==> src/rtl/frame_stream_reader_if.sv <==
// Pixel stream handshake from frame_stream_reader into the maxpool/zeropad/quantize chain.
// The reader drives the master side and the downstream consumer drives the slave side.
interface frame_stream_reader_if #(
  parameter int DATA_WIDTH = 8
);
  logic                  out_valid;
  logic                  out_ready;
  logic [DATA_WIDTH-1:0] out_pixel;
  logic                  out_line_last;
  logic                  out_frame_first;
  logic                  out_frame_last;

  modport master (
    output out_valid,
    output out_pixel,
    output out_line_last,
    output out_frame_first,
    output out_frame_last,
    input  out_ready
  );

  modport slave (
    input  out_valid,
    input  out_pixel,
    input  out_line_last,
    input  out_frame_first,
    input  out_frame_last,
    output out_ready
  );
endinterface

==> src/rtl/frame_stream_reader.sv <==
// BRAM frame reader: on a bank-swap edge it streams one frame through a credit-checked skid FIFO.
// Define FRAME_STREAM_CHECKSUM_EN to build the per-frame 16-bit pixel checksum on checksum_o.
module frame_stream_reader #(
  parameter int H_ACTIVE   = 640,
  parameter int V_ACTIVE   = 480,
  parameter int ADDR_FRAME = 19,
  parameter int DATA_WIDTH = 8,
  parameter int READ_LAT   = 1,
  parameter int SKID_DEPTH = 8
) (
  input  logic                  clk_in_100,
  input  logic                  arst_n,
  input  logic                  en,
  input  logic                  swap_i,
  output logic [ADDR_FRAME-1:0] addr_o,
  output logic                  rd_en_o,
  input  logic [DATA_WIDTH-1:0] din_i,
  frame_stream_reader_if.master stream,
  output logic                  busy,
  output logic [7:0]            swap_miss_cnt,
  output logic [15:0]           checksum_o
);

  localparam int F_SIZE = H_ACTIVE * V_ACTIVE;
  localparam int PTR_W  = (SKID_DEPTH > 1) ? $clog2(SKID_DEPTH) : 1;
  localparam int CNT_W  = $clog2(SKID_DEPTH + 1);
  localparam int COL_W  = (H_ACTIVE > 1) ? $clog2(H_ACTIVE) : 1;
  localparam int ROW_W  = (V_ACTIVE > 1) ? $clog2(V_ACTIVE) : 1;

  localparam logic [ADDR_FRAME-1:0] LAST_ADDR = ADDR_FRAME'(F_SIZE - 1);
  localparam logic [CNT_W:0]        DEPTH_LIM = (CNT_W + 1)'(SKID_DEPTH);
  localparam logic [COL_W-1:0]      COL_LAST  = COL_W'(H_ACTIVE - 1);
  localparam logic [ROW_W-1:0]      ROW_LAST  = ROW_W'(V_ACTIVE - 1);

  typedef enum logic [1:0] {IDLE, READ, DRAIN} state_t;

  state_t                state, state_next;
  logic                  swap_q, swap_rise;
  logic                  issue, miss_inc, credit_ok;
  logic [ADDR_FRAME-1:0] issue_addr;
  logic [READ_LAT-1:0]   lat_pipe;
  logic [CNT_W-1:0]      inflight, fifo_count;
  logic [PTR_W-1:0]      wr_ptr, rd_ptr;
  logic [DATA_WIDTH-1:0] fifo_mem [SKID_DEPTH];
  logic                  push, pop;
  logic [COL_W-1:0]      col;
  logic [ROW_W-1:0]      row;

  assign swap_rise = swap_i & ~swap_q;
  // Reads in flight plus entries already queued must fit in the FIFO, so a push can never overflow.
  assign credit_ok = ({1'b0, inflight} + {1'b0, fifo_count}) < DEPTH_LIM;
  assign push      = lat_pipe[READ_LAT-1];
  assign pop       = stream.out_valid & stream.out_ready;

  always_comb begin
    state_next = state;
    issue      = 1'b0;
    miss_inc   = 1'b0;
    unique case (state)
      IDLE: begin
        if (swap_rise) begin
          if (en) state_next = READ;
          else    miss_inc   = 1'b1;
        end
      end
      READ: begin
        issue    = en & credit_ok;
        miss_inc = swap_rise;
        if (issue && issue_addr == LAST_ADDR) state_next = DRAIN;
      end
      DRAIN: begin
        miss_inc = swap_rise;
        if (inflight == '0 && (fifo_count == '0 || (fifo_count == CNT_W'(1) && pop)))
          state_next = IDLE;
      end
      default: state_next = IDLE;
    endcase
  end

  always_ff @(posedge clk_in_100 or negedge arst_n) begin
    if (!arst_n) begin
      state         <= IDLE;
      swap_q        <= 1'b0;
      issue_addr    <= '0;
      swap_miss_cnt <= '0;
    end else begin
      state  <= state_next;
      swap_q <= swap_i;
      if (state == IDLE && state_next == READ)
        issue_addr <= '0;
      else if (issue)
        issue_addr <= (issue_addr == LAST_ADDR) ? '0 : issue_addr + 1'b1;
      if (miss_inc && swap_miss_cnt != 8'hFF)
        swap_miss_cnt <= swap_miss_cnt + 8'd1;
    end
  end

  assign rd_en_o = issue;
  assign addr_o  = issue_addr;
  assign busy    = (state != IDLE);

  // Each issued read rides a valid bit down the pipe and lands in the FIFO as it falls out the end.
  always_ff @(posedge clk_in_100 or negedge arst_n) begin
    if (!arst_n) begin
      lat_pipe   <= '0;
      inflight   <= '0;
      wr_ptr     <= '0;
      rd_ptr     <= '0;
      fifo_count <= '0;
    end else begin
      lat_pipe   <= (lat_pipe << 1) | READ_LAT'(issue);
      inflight   <= inflight + CNT_W'(issue) - CNT_W'(push);
      fifo_count <= fifo_count + CNT_W'(push) - CNT_W'(pop);
      if (push) wr_ptr <= wr_ptr + 1'b1;
      if (pop)  rd_ptr <= rd_ptr + 1'b1;
    end
  end

  always_ff @(posedge clk_in_100) begin
    if (push) fifo_mem[wr_ptr] <= din_i;
  end

  assign stream.out_valid = (fifo_count != '0);
  assign stream.out_pixel = stream.out_valid ? fifo_mem[rd_ptr] : '0;

  always_ff @(posedge clk_in_100 or negedge arst_n) begin
    if (!arst_n) begin
      col <= '0;
      row <= '0;
    end else if (pop) begin
      if (col == COL_LAST) begin
        col <= '0;
        row <= (row == ROW_LAST) ? '0 : row + 1'b1;
      end else begin
        col <= col + 1'b1;
      end
    end
  end

  assign stream.out_line_last   = stream.out_valid && (col == COL_LAST);
  assign stream.out_frame_first = stream.out_valid && (col == '0) && (row == '0);
  assign stream.out_frame_last  = stream.out_valid && (col == COL_LAST) && (row == ROW_LAST);

`ifdef FRAME_STREAM_CHECKSUM_EN
  logic [15:0] csum_acc;
  logic [15:0] csum_sum;

  // The first pixel of a frame restarts the sum, so the published value covers exactly one frame.
  assign csum_sum = (stream.out_frame_first ? 16'd0 : csum_acc) + 16'(stream.out_pixel);

  always_ff @(posedge clk_in_100 or negedge arst_n) begin
    if (!arst_n) begin
      csum_acc   <= '0;
      checksum_o <= '0;
    end else if (pop) begin
      csum_acc <= csum_sum;
      if (stream.out_frame_last) checksum_o <= csum_sum;
    end
  end
`else
  assign checksum_o = '0;
`endif

endmodule
==> src/flat_wrapper.sv <==
// flat-port wrapper written by rule: the top's interface ports become plain ports
module frame_stream_reader_flat 
#(
  parameter int H_ACTIVE   = 640,
  parameter int V_ACTIVE   = 480,
  parameter int ADDR_FRAME = 19,
  parameter int DATA_WIDTH = 8,
  parameter int READ_LAT   = 1,
  parameter int SKID_DEPTH = 8
)
  (clk_in_100, arst_n, en, swap_i, addr_o, rd_en_o, din_i, busy, swap_miss_cnt, checksum_o, stream_out_valid, stream_out_pixel, stream_out_line_last, stream_out_frame_first, stream_out_frame_last, stream_out_ready);
  frame_stream_reader_if #(.DATA_WIDTH(DATA_WIDTH)) stream_i ();
  input  logic clk_in_100;
  input  logic arst_n;
  input  logic en;
  input  logic swap_i;
  output logic [ADDR_FRAME-1:0] addr_o;
  output logic rd_en_o;
  input  logic [DATA_WIDTH-1:0] din_i;
  output logic busy;
  output logic [7:0] swap_miss_cnt;
  output logic [15:0] checksum_o;
  output wire logic [$bits(stream_i.out_valid)-1:0] stream_out_valid;
  output wire logic [$bits(stream_i.out_pixel)-1:0] stream_out_pixel;
  output wire logic [$bits(stream_i.out_line_last)-1:0] stream_out_line_last;
  output wire logic [$bits(stream_i.out_frame_first)-1:0] stream_out_frame_first;
  output wire logic [$bits(stream_i.out_frame_last)-1:0] stream_out_frame_last;
  input wire logic [$bits(stream_i.out_ready)-1:0] stream_out_ready;
  assign stream_out_valid = stream_i.out_valid;
  assign stream_out_pixel = stream_i.out_pixel;
  assign stream_out_line_last = stream_i.out_line_last;
  assign stream_out_frame_first = stream_i.out_frame_first;
  assign stream_out_frame_last = stream_i.out_frame_last;
  assign stream_i.out_ready = stream_out_ready;
  frame_stream_reader #(.H_ACTIVE(H_ACTIVE), .V_ACTIVE(V_ACTIVE), .ADDR_FRAME(ADDR_FRAME), .DATA_WIDTH(DATA_WIDTH), .READ_LAT(READ_LAT), .SKID_DEPTH(SKID_DEPTH)) u_core (.clk_in_100(clk_in_100), .arst_n(arst_n), .en(en), .swap_i(swap_i), .addr_o(addr_o), .rd_en_o(rd_en_o), .din_i(din_i), .stream(stream_i), .busy(busy), .swap_miss_cnt(swap_miss_cnt), .checksum_o(checksum_o));
endmodule
==> config.mk <==
export PLATFORM = sky130hd
export DESIGN_NAME = frame_stream_reader_flat
export DESIGN_NICKNAME = d
export VERILOG_FILES = /design/src/rtl/frame_stream_reader_if.sv /design/src/rtl/frame_stream_reader.sv /design/src/flat_wrapper.sv
export SDC_FILE = /design/constraint.sdc
export NUM_CORES = 1
export LEC_CHECK = 0
export CORE_MARGIN = 10
export CORE_UTILIZATION = 42
export CTS_CLUSTER_DIAMETER = 60
export DETAILED_ROUTE_END_ITERATION = 6
export HOLD_SLACK_MARGIN = 0.03
export SKIP_LAST_GASP = 1
export SLEW_MARGIN = 20
export SYNTH_ARGS = -nofsm -noshare
export SYNTH_HDL_FRONTEND = slang
export SYNTH_SLANG_ARGS = --single-unit
==> constraint.sdc <==
create_clock -name clk_in_100 -period 3.1 [get_ports clk_in_100]
set_input_delay 0.465 -clock clk_in_100 [delete_from_list [all_inputs] [get_ports clk_in_100]]
set_output_delay 0.465 -clock clk_in_100 [all_outputs]
set_load 0.05 [all_outputs]
==> results.md, run 1 <==
* H-tree depth at 4
* Final nets at between 500 and 600
* Initial antenna violation count at 0
* Sum of negative setup slack at 0 ps
* Synth async-reset ratio at 0.5000
* LEAKAGE at a little over 3 nW
* Chip width at around 140 um
* Hold Fails Final Rpt at 0
* Clk Latency, worst-skew pair at 420 ps
* Net Switching at roughly 0.0024 W
* Post-synth top flop: edfxtp_1
* GRT Overall Usage at 0.1319
* Ys Warns at 0
* PD cells at between 800 and 900 nW/um2
* Total gr overflow at 0
* Sink Count at ~130
* Die Height at between 100 and 150 um
* Largest stage delay, worst path at roughly 560 ps
* Mapped cell area at 6098 um2
* Slew Limit Headroom at 0.4187
* Most frequent cells in the layout: 64 x dfrtp_1, 64 x edfxtp_1, 42 x nor2_1
* Worst-path maximum fanout at 7
* Initial DRT Pass Iterations at 5
* FF-to-FF Start: u_core.fifo_count[2]
* Sequential element share of the synthesized area at 0.5778
* Die Area at about 20000 um2
* Slowest cell on crit path: dlygate4sd2_1
* Layout cells sized above 1 at 0.1512
* Critical setup path kind: reg -> out
* R2R depth at 13
* Vias at between 3000 and 4000
* Post-synthesis cell type count at 60
* Syn-to-layout area delta at 21.69%
* Clock power share at 0.304
* CTS clk-pin slew, worst paths at about 60 ps
* Logic pwr share at 0.336
* Int Power at about 0.0042 W
* Num rows at 43
* Yosys reg bits at between 100 and 150
* TritonCTS clock tree: done
* R2r setup slk at about 340 ps
* Worst IR drop on VDD at roughly 400 uV
* Pin count of the biggest net entering global routing at between 60 and 70
* CP arrival at 2360 ps
* Sequential group share of total power at 0.360
* Worst-Margin Slew at ~870 ps
* Initial Utilization at 0.4343
* IO Count at 70
* CP Launch Type: flop
* Post-Syn Area per Cell at ~13 um2
* CTS max path bufs at 2
* Routed WL at between 10000 and 15000 um
* Crit share post-route at 0.9110
* Cells along the critical path: and3_1 > and3_1 > nand4b_1 > nor3_1 > dlygate4sd2_1
* Initial DRC Count at 303
* Data required, critical path at between 2000 and 3000 ps
* Final Max Tran Viols at 0
* Num CTS Buffers at 17
* Fmax at 354.1 MHz
* GPL Wtd Cong at 0.8168
* Design area at 7421 um2
* # Max-Cap Violations at 0
* Synth Instances at 480
* Crit end category: output pin
* Final ANT Viol Nets at 0
* RSZ-0062 raised after global routing: no
* Final Setup Violations at 0
* Outcome: finished, final reports clean
* Root buf cell: clkbuf_16
* Reg-to-Reg End: u_core.fifo_count[2]
* Number of port buffers at 53
* Area post-placement at 6808 um2
* Vias in the first global route at between 3000 and 4000
* Core box area at between 10000 and 15000 um2
* Cell mode on critical path: and3_1
* N_diodes at 0
* Vias per cell at a little over 5
* Wirelength per Cell at between 15 and 20 um
* Tightest Hold Check Type: in -> async
* Final setup skew at about 17 ps
* Tmin final at roughly 2800 ps
* First-pass GRT wire length at 20870 um
* DR DRC count at 0
* Switching Share at 0.3641
* HPWL Detailed at ~8500 um
* Post-synth EDFFs at between 60 and 70
## worst max-delay path by stage
| stage | startpoint | endpoint | slack [ps] |
|---|---|---|---|
| floorplan | u_core.col[4] | stream_out_frame_first | 330 |
| global placement | u_core.row[3] | stream_out_frame_last | 390 |
| detailed placement | u_core.fifo_count[2] | u_core.fifo_count[2] | 310 |
| CTS | u_core.fifo_count[2] | stream_out_frame_first | 5 |
| global route | u_core.fifo_count[2] | u_core.fifo_count[2] | 90 |
| finish | u_core.row[3] | stream_out_frame_last | 280 |
## state kept, by name (all words and copies together), names as in the netlist
signal	count
u_core.addr_o	19
u_core.col	10
u_core.fifo_count	4
u_core.fifo_mem	64
u_core.inflight	4
u_core.lat_pipe	1
u_core.rd_ptr	3
u_core.row	9
u_core.state	2
u_core.swap_miss_cnt	8
u_core.swap_q	1
u_core.wr_ptr	3
## synth_stat cells, types with 2 or more instances
| cell type | number | share of area |
|---|---|---|
| a211oi_1 | 2 | 0.0025 |
| a21o_1 | 3 | 0.0037 |
| a21oi_1 | 14 | 0.011 |
| and2_1 | 3 | 0.0031 |
| and3_1 | 5 | 0.0051 |
| buf_1 | 2 | 0.0012 |
| buf_2 | 6 | 0.0049 |
| buf_4 | 17 | 0.021 |
| clkbuf_1 | 2 | 0.0012 |
| dfrtp_1 | 64 | 0.26 |
| edfxtp_1 | 64 | 0.32 |
| fa_1 | 2 | 0.0066 |
| ha_1 | 25 | 0.051 |
| inv_1 | 27 | 0.017 |
| mux2_2 | 2 | 0.0037 |
| mux2i_1 | 10 | 0.016 |
| mux4_2 | 16 | 0.059 |
| nand2_1 | 35 | 0.022 |
| nand2b_1 | 3 | 0.0031 |
| nand3_1 | 21 | 0.017 |
| nand4_1 | 16 | 0.016 |
| nand4b_1 | 3 | 0.0043 |
| nor2_1 | 42 | 0.026 |
| nor2b_1 | 3 | 0.0031 |
| nor3_1 | 6 | 0.0049 |
| nor3b_1 | 2 | 0.0025 |
| nor4_1 | 6 | 0.0062 |
| o21ai_0 | 10 | 0.0082 |
| or3_1 | 3 | 0.0031 |
| xnor2_1 | 19 | 0.027 |
| xor2_1 | 18 | 0.026 |
## cells by family (layout without fill, tap and decap cells)
group,after synthesis,count (layout),synth area share
other cells,1,16,0.0006149
xor+xnor,37,37,0.05314
flops,128,128,0.5778
buf+inv,56,123,0.04616
fa+ha+maj,27,27,0.05786
compound gates,39,39,0.04042
mux,28,28,0.07920
simple gates,164,164,0.1449
## cell type report
| class | count | area (um2) |
|---|---|---|
| timing repair buffer | 62 | 596.8 |
| fill | 1204 | 6621 |
| inverter | 29 | 108.9 |
| tap | 180 | 225.2 |
| sequential | 128 | 3523 |
| clock inverter | 9 | 91.34 |
| multi-input combinational | 311 | 2355 |
| clock buffer | 23 | 520.5 |
## metal layers
layer / global-route usage / part of all wire / wire [um] / up-vias
li1: - / - / - / 1842
met1: 0.1681 / 0.46 / 5719 / 1903
met2: 0.2034 / 0.48 / 5981 / 77
met3: 0.04834 / 0.055 / 685 / 2
met4: 0.04185 / 0.0031 / 38 / 0
met5: 0 / 0 / 0 / -
## metrics by stage
stage	hold slack, ps	cells	setup slack, ps	utilization	total power, W
floorplan	169.4	495	327.0	-	0.003998
global route	85.11	742	85.08	0.5285	0.007029
finish	65.45	742	275.9	0.5285	0.006626
global placement	481.6	710	386.2	0.4848	0.004652
detailed placement	483.9	710	314.5	0.4848	0.004687
CTS	69.54	742	5.187	0.5283	0.006733
## what timing repair did
item,CTS,global route
buffers inserted,0,0
hold buffers,0,0
endpoints found under the setup margin,1,1
resized for setup,1,1
## power groups by stage
stage                     Combinational [W]  Sequential, W  Clock (W)
after floorplan                     0.00153        0.00247          0
after global placement              0.00224        0.00241          0
after detailed placement            0.00227        0.00242          0
after CTS                           0.00227        0.00239    0.00207
after global routing                0.00246        0.00244    0.00213
final                               0.00223        0.00238    0.00201
## critical path: cells and delay by family, from the launching register on
kind	cells	cell delay (ps)
buffers and inverters	1	560
DFF	1	420
and+or+nand+nor	4	960
No activity file was read; power rests on OpenSTA's default activity.
==> run 2, diff against run 1 <==
--- a/config.mk
+++ b/config.mk
@@ -15,3 +15,4 @@
 export SYNTH_ARGS = -nofsm -noshare
 export SYNTH_HDL_FRONTEND = slang
 export SYNTH_SLANG_ARGS = --single-unit
+export TNS_END_PERCENT = 1
==> constraint.sdc (replaced) <==
create_clock -name clk_in_100 -period 3.1 [get_ports clk_in_100]
set_input_delay 0.62 -clock clk_in_100 [delete_from_list [all_inputs] [get_ports clk_in_100]]
set_output_delay 0.62 -clock clk_in_100 [all_outputs]
set_load 0.05 [all_outputs]
==> run 2 against run 1 <==
  * Utilization down 0.12 points
  * Hold slack better by 320 ps
  * Clock power about the same
  * Wire length up 0.60%
  * Sequential share of layout area up 0.11 points
  * Setup slack better by 33 ps
  * Flip-flop and latch count unchanged
  * Design area down 0.24%
  * Critical endpoint is now rd_en_o
  * Largest cell class unchanged
==> results.md, run 2 (synthesis results as in run 1) <==
* Data required, critical path at between 2000 and 2500 ps
* CTS clk-pin slew, worst paths at 60 ps
* Vias at 3860
* RSZ-0062 raised after global routing: no
* Net Switching at 0.002421 W
* Final setup skew at 8.869 ps
* Vias in the first global route at 3946
* DR DRC count at 0
* LEAKAGE at 3.012 nW
* # Max-Cap Violations at 0
* IO Count at 70
* Tightest Hold Check Type: in -> async
* # fillers at 1196
* Outcome: finished, final reports clean
* Hold Fails Final Rpt at 0
* Pin count of the biggest net entering global routing at 65
* H-tree depth at 4
* Hold_ws at roughly 380 ps
* Most frequent cells in the layout: 64 x dfrtp_1, 64 x edfxtp_1, 42 x nor2_1
* CP Launch Type: flop
* Largest stage delay, worst path at around 390 ps
* Largest Register: u_core.fifo_mem
* First-pass GRT wire length at ~21000 um
* R2r setup slk at about 560 ps
* Sum of negative setup slack at 0 ps
* Layout cells sized above 1 at 0.1593
* Pre-CTS WS at about 310 ps
* Worst-Margin Slew at between 900 and 1000 ps
* Area post-placement at ~7000 um2
* Vias per cell at between 5 and 6
* Die Area at 19740 um2
* Final ANT Viol Nets at 0
* Total gr overflow at 0
* CTS Hold Bufs at 0
* Final nets at between 500 and 600
* GPL Wtd Cong at 0.7933
* Syn-to-layout area delta at 21.40%
* Switching Share at 0.3640
* N_diodes at 0
* R2R depth at 12
* Crit path buffers/inverters at 3
* Critical setup path kind: reg -> out
* TritonCTS clock tree: done
* Cells along the critical path: ha_1 > nor4b_2 > nand4_1 > buf_4 > inv_2 > buf_12
* Sequential group share of total power at 0.353
* Root buf cell: clkbuf_16
* # Post-CTS Setup Buffers at 0
* Number of port buffers at 53
* Final WS setup at 308.7 ps
* Initial DRT Pass Iterations at 5
* Slowest cell on crit path: dfrtp_1
* HPWL Detailed at about 8500 um
* Wirelength per Cell at ~17 um
* Final Setup Violations at 0
* Reg-to-Reg End: u_core.fifo_count[2]
* GRT Overall Usage at 0.1323
* Clk Latency, worst-skew pair at between 400 and 500 ps
* Crit share post-route at 0.9004
* Worst-path maximum fanout at 13
* Chip width at about 140 um
* Max reg flops at 64
* Worst IR drop on VDD at between 400 and 500 uV
* Sink Count at roughly 130
* Logic pwr share at 0.347
* Clock power share at 0.300
* Int Power at about 0.0042 W
* Slew Limit Headroom at 0.3526
* PD cells at ~900 nW/um2
* Initial Utilization at 0.4343
* Crit end category: output pin
* Num rows at 43
* Initial DRC Count at 233
* CTS max path bufs at 2
* Finished Core Util at 0.5272
* Die Height at 140.5 um
* Post_cts resized at 0
* Tmin final at between 2000 and 3000 ps
* Initial antenna violation count at 0
* Num CTS Buffers at 17
* Core box area at about 14000 um2
* Fmax at around 360 MHz
* Design area at 7403 um2
* CP delay by family, top: buffers and inverters
* Final Max Tran Viols at 0
* Routed WL at 12500 um
* FF-to-FF Start: u_core.fifo_count[2]
* CP arrival at ~2200 ps
==> run 2: cell count changes in the layout (fill, tap and decap cells not counted), sizes merged <==
cell,delta
buf,+7
clkinvlp,-1
dlymetal6s2s,-1
dlygate4sd2,-1
inv,-2
clkinv,+4
bufinv,+2
clkbuf,-3
clkdlybuf4s50,-2
==> run 2: worst reg2reg max path, stage by stage, from the launching register on <==
cell and delay, ps:
dfrtp_1 390, inv_1 80, ha_1 180, nor3b_2 250
inv_1 110, nand2_2 180, clkinv_1 120, ha_1 300
inv_1 60, ha_1 160, inv_1 60, fa_1 370
xnor2_1 180
==> run 2: power groups by stage <==
stage	logic [W]	registers [W]	clock network, W
finish	0.00231	0.00234	0.00200
global route	0.00252	0.00239	0.00212
CTS	0.00235	0.00235	0.00204
detailed placement	0.00233	0.00238	0
global placement	0.00229	0.00237	0
floorplan	0.00153	0.00247	0
==> run 2: how the worst max path moves through the flow <==
| stage | start | endpoint | slack [ps] | cells after the start |
|---|---|---|---|---|
| after floorplan | u_core.col[4] | stream_out_frame_first | 170 | 3 |
| after global placement | en | rd_en_o | 370 | 6 |
| after detailed placement | en | u_core.inflight[2] | 310 | 9 |
| after CTS | u_core.fifo_count[3] | rd_en_o | 290 | 6 |
| after global routing | u_core.fifo_count[3] | rd_en_o | 160 | 6 |
| final | u_core.fifo_count[3] | rd_en_o | 310 | 6 |
==> run 2: per-stage QoR <==
| step | power [W] | instances |
|---|---|---|
| 2_1_floorplan | 0.003998 | 495 |
| 3_3_place_gp | 0.004653 | 713 |
| 3_5_place_dp | 0.004713 | 713 |
| 4_1_cts | 0.006736 | 745 |
| 5_1_grt | 0.007028 | 745 |
| 6_report | 0.006652 | 745 |
==> run 2: routing by layer <==
layer | GRT usage | part of all wire | vias to the layer above
met4 | 0.04891 | 0.015 | 0
met2 | 0.2049 | 0.49 | 74
met3 | 0.04733 | 0.053 | 15
met1 | 0.1659 | 0.45 | 1926
li1 | - | - | 1845
met5 | 0 | 0 | -
==> run 2: layout make-up <==
| type | count | area (um2) | area share |
|---|---|---|---|
| sequential | 128 | 3523 | 0.4759 |
| clock buffer | 20 | 436.7 | 0.05898 |
| inverter | 29 | 108.9 | 0.01470 |
| clock inverter | 12 | 158.9 | 0.02146 |
| timing repair buffer | 65 | 595.6 | 0.08045 |
| multi-input combinational | 311 | 2355 | 0.3181 |
| tap | 180 | 225.2 | 0.03042 |
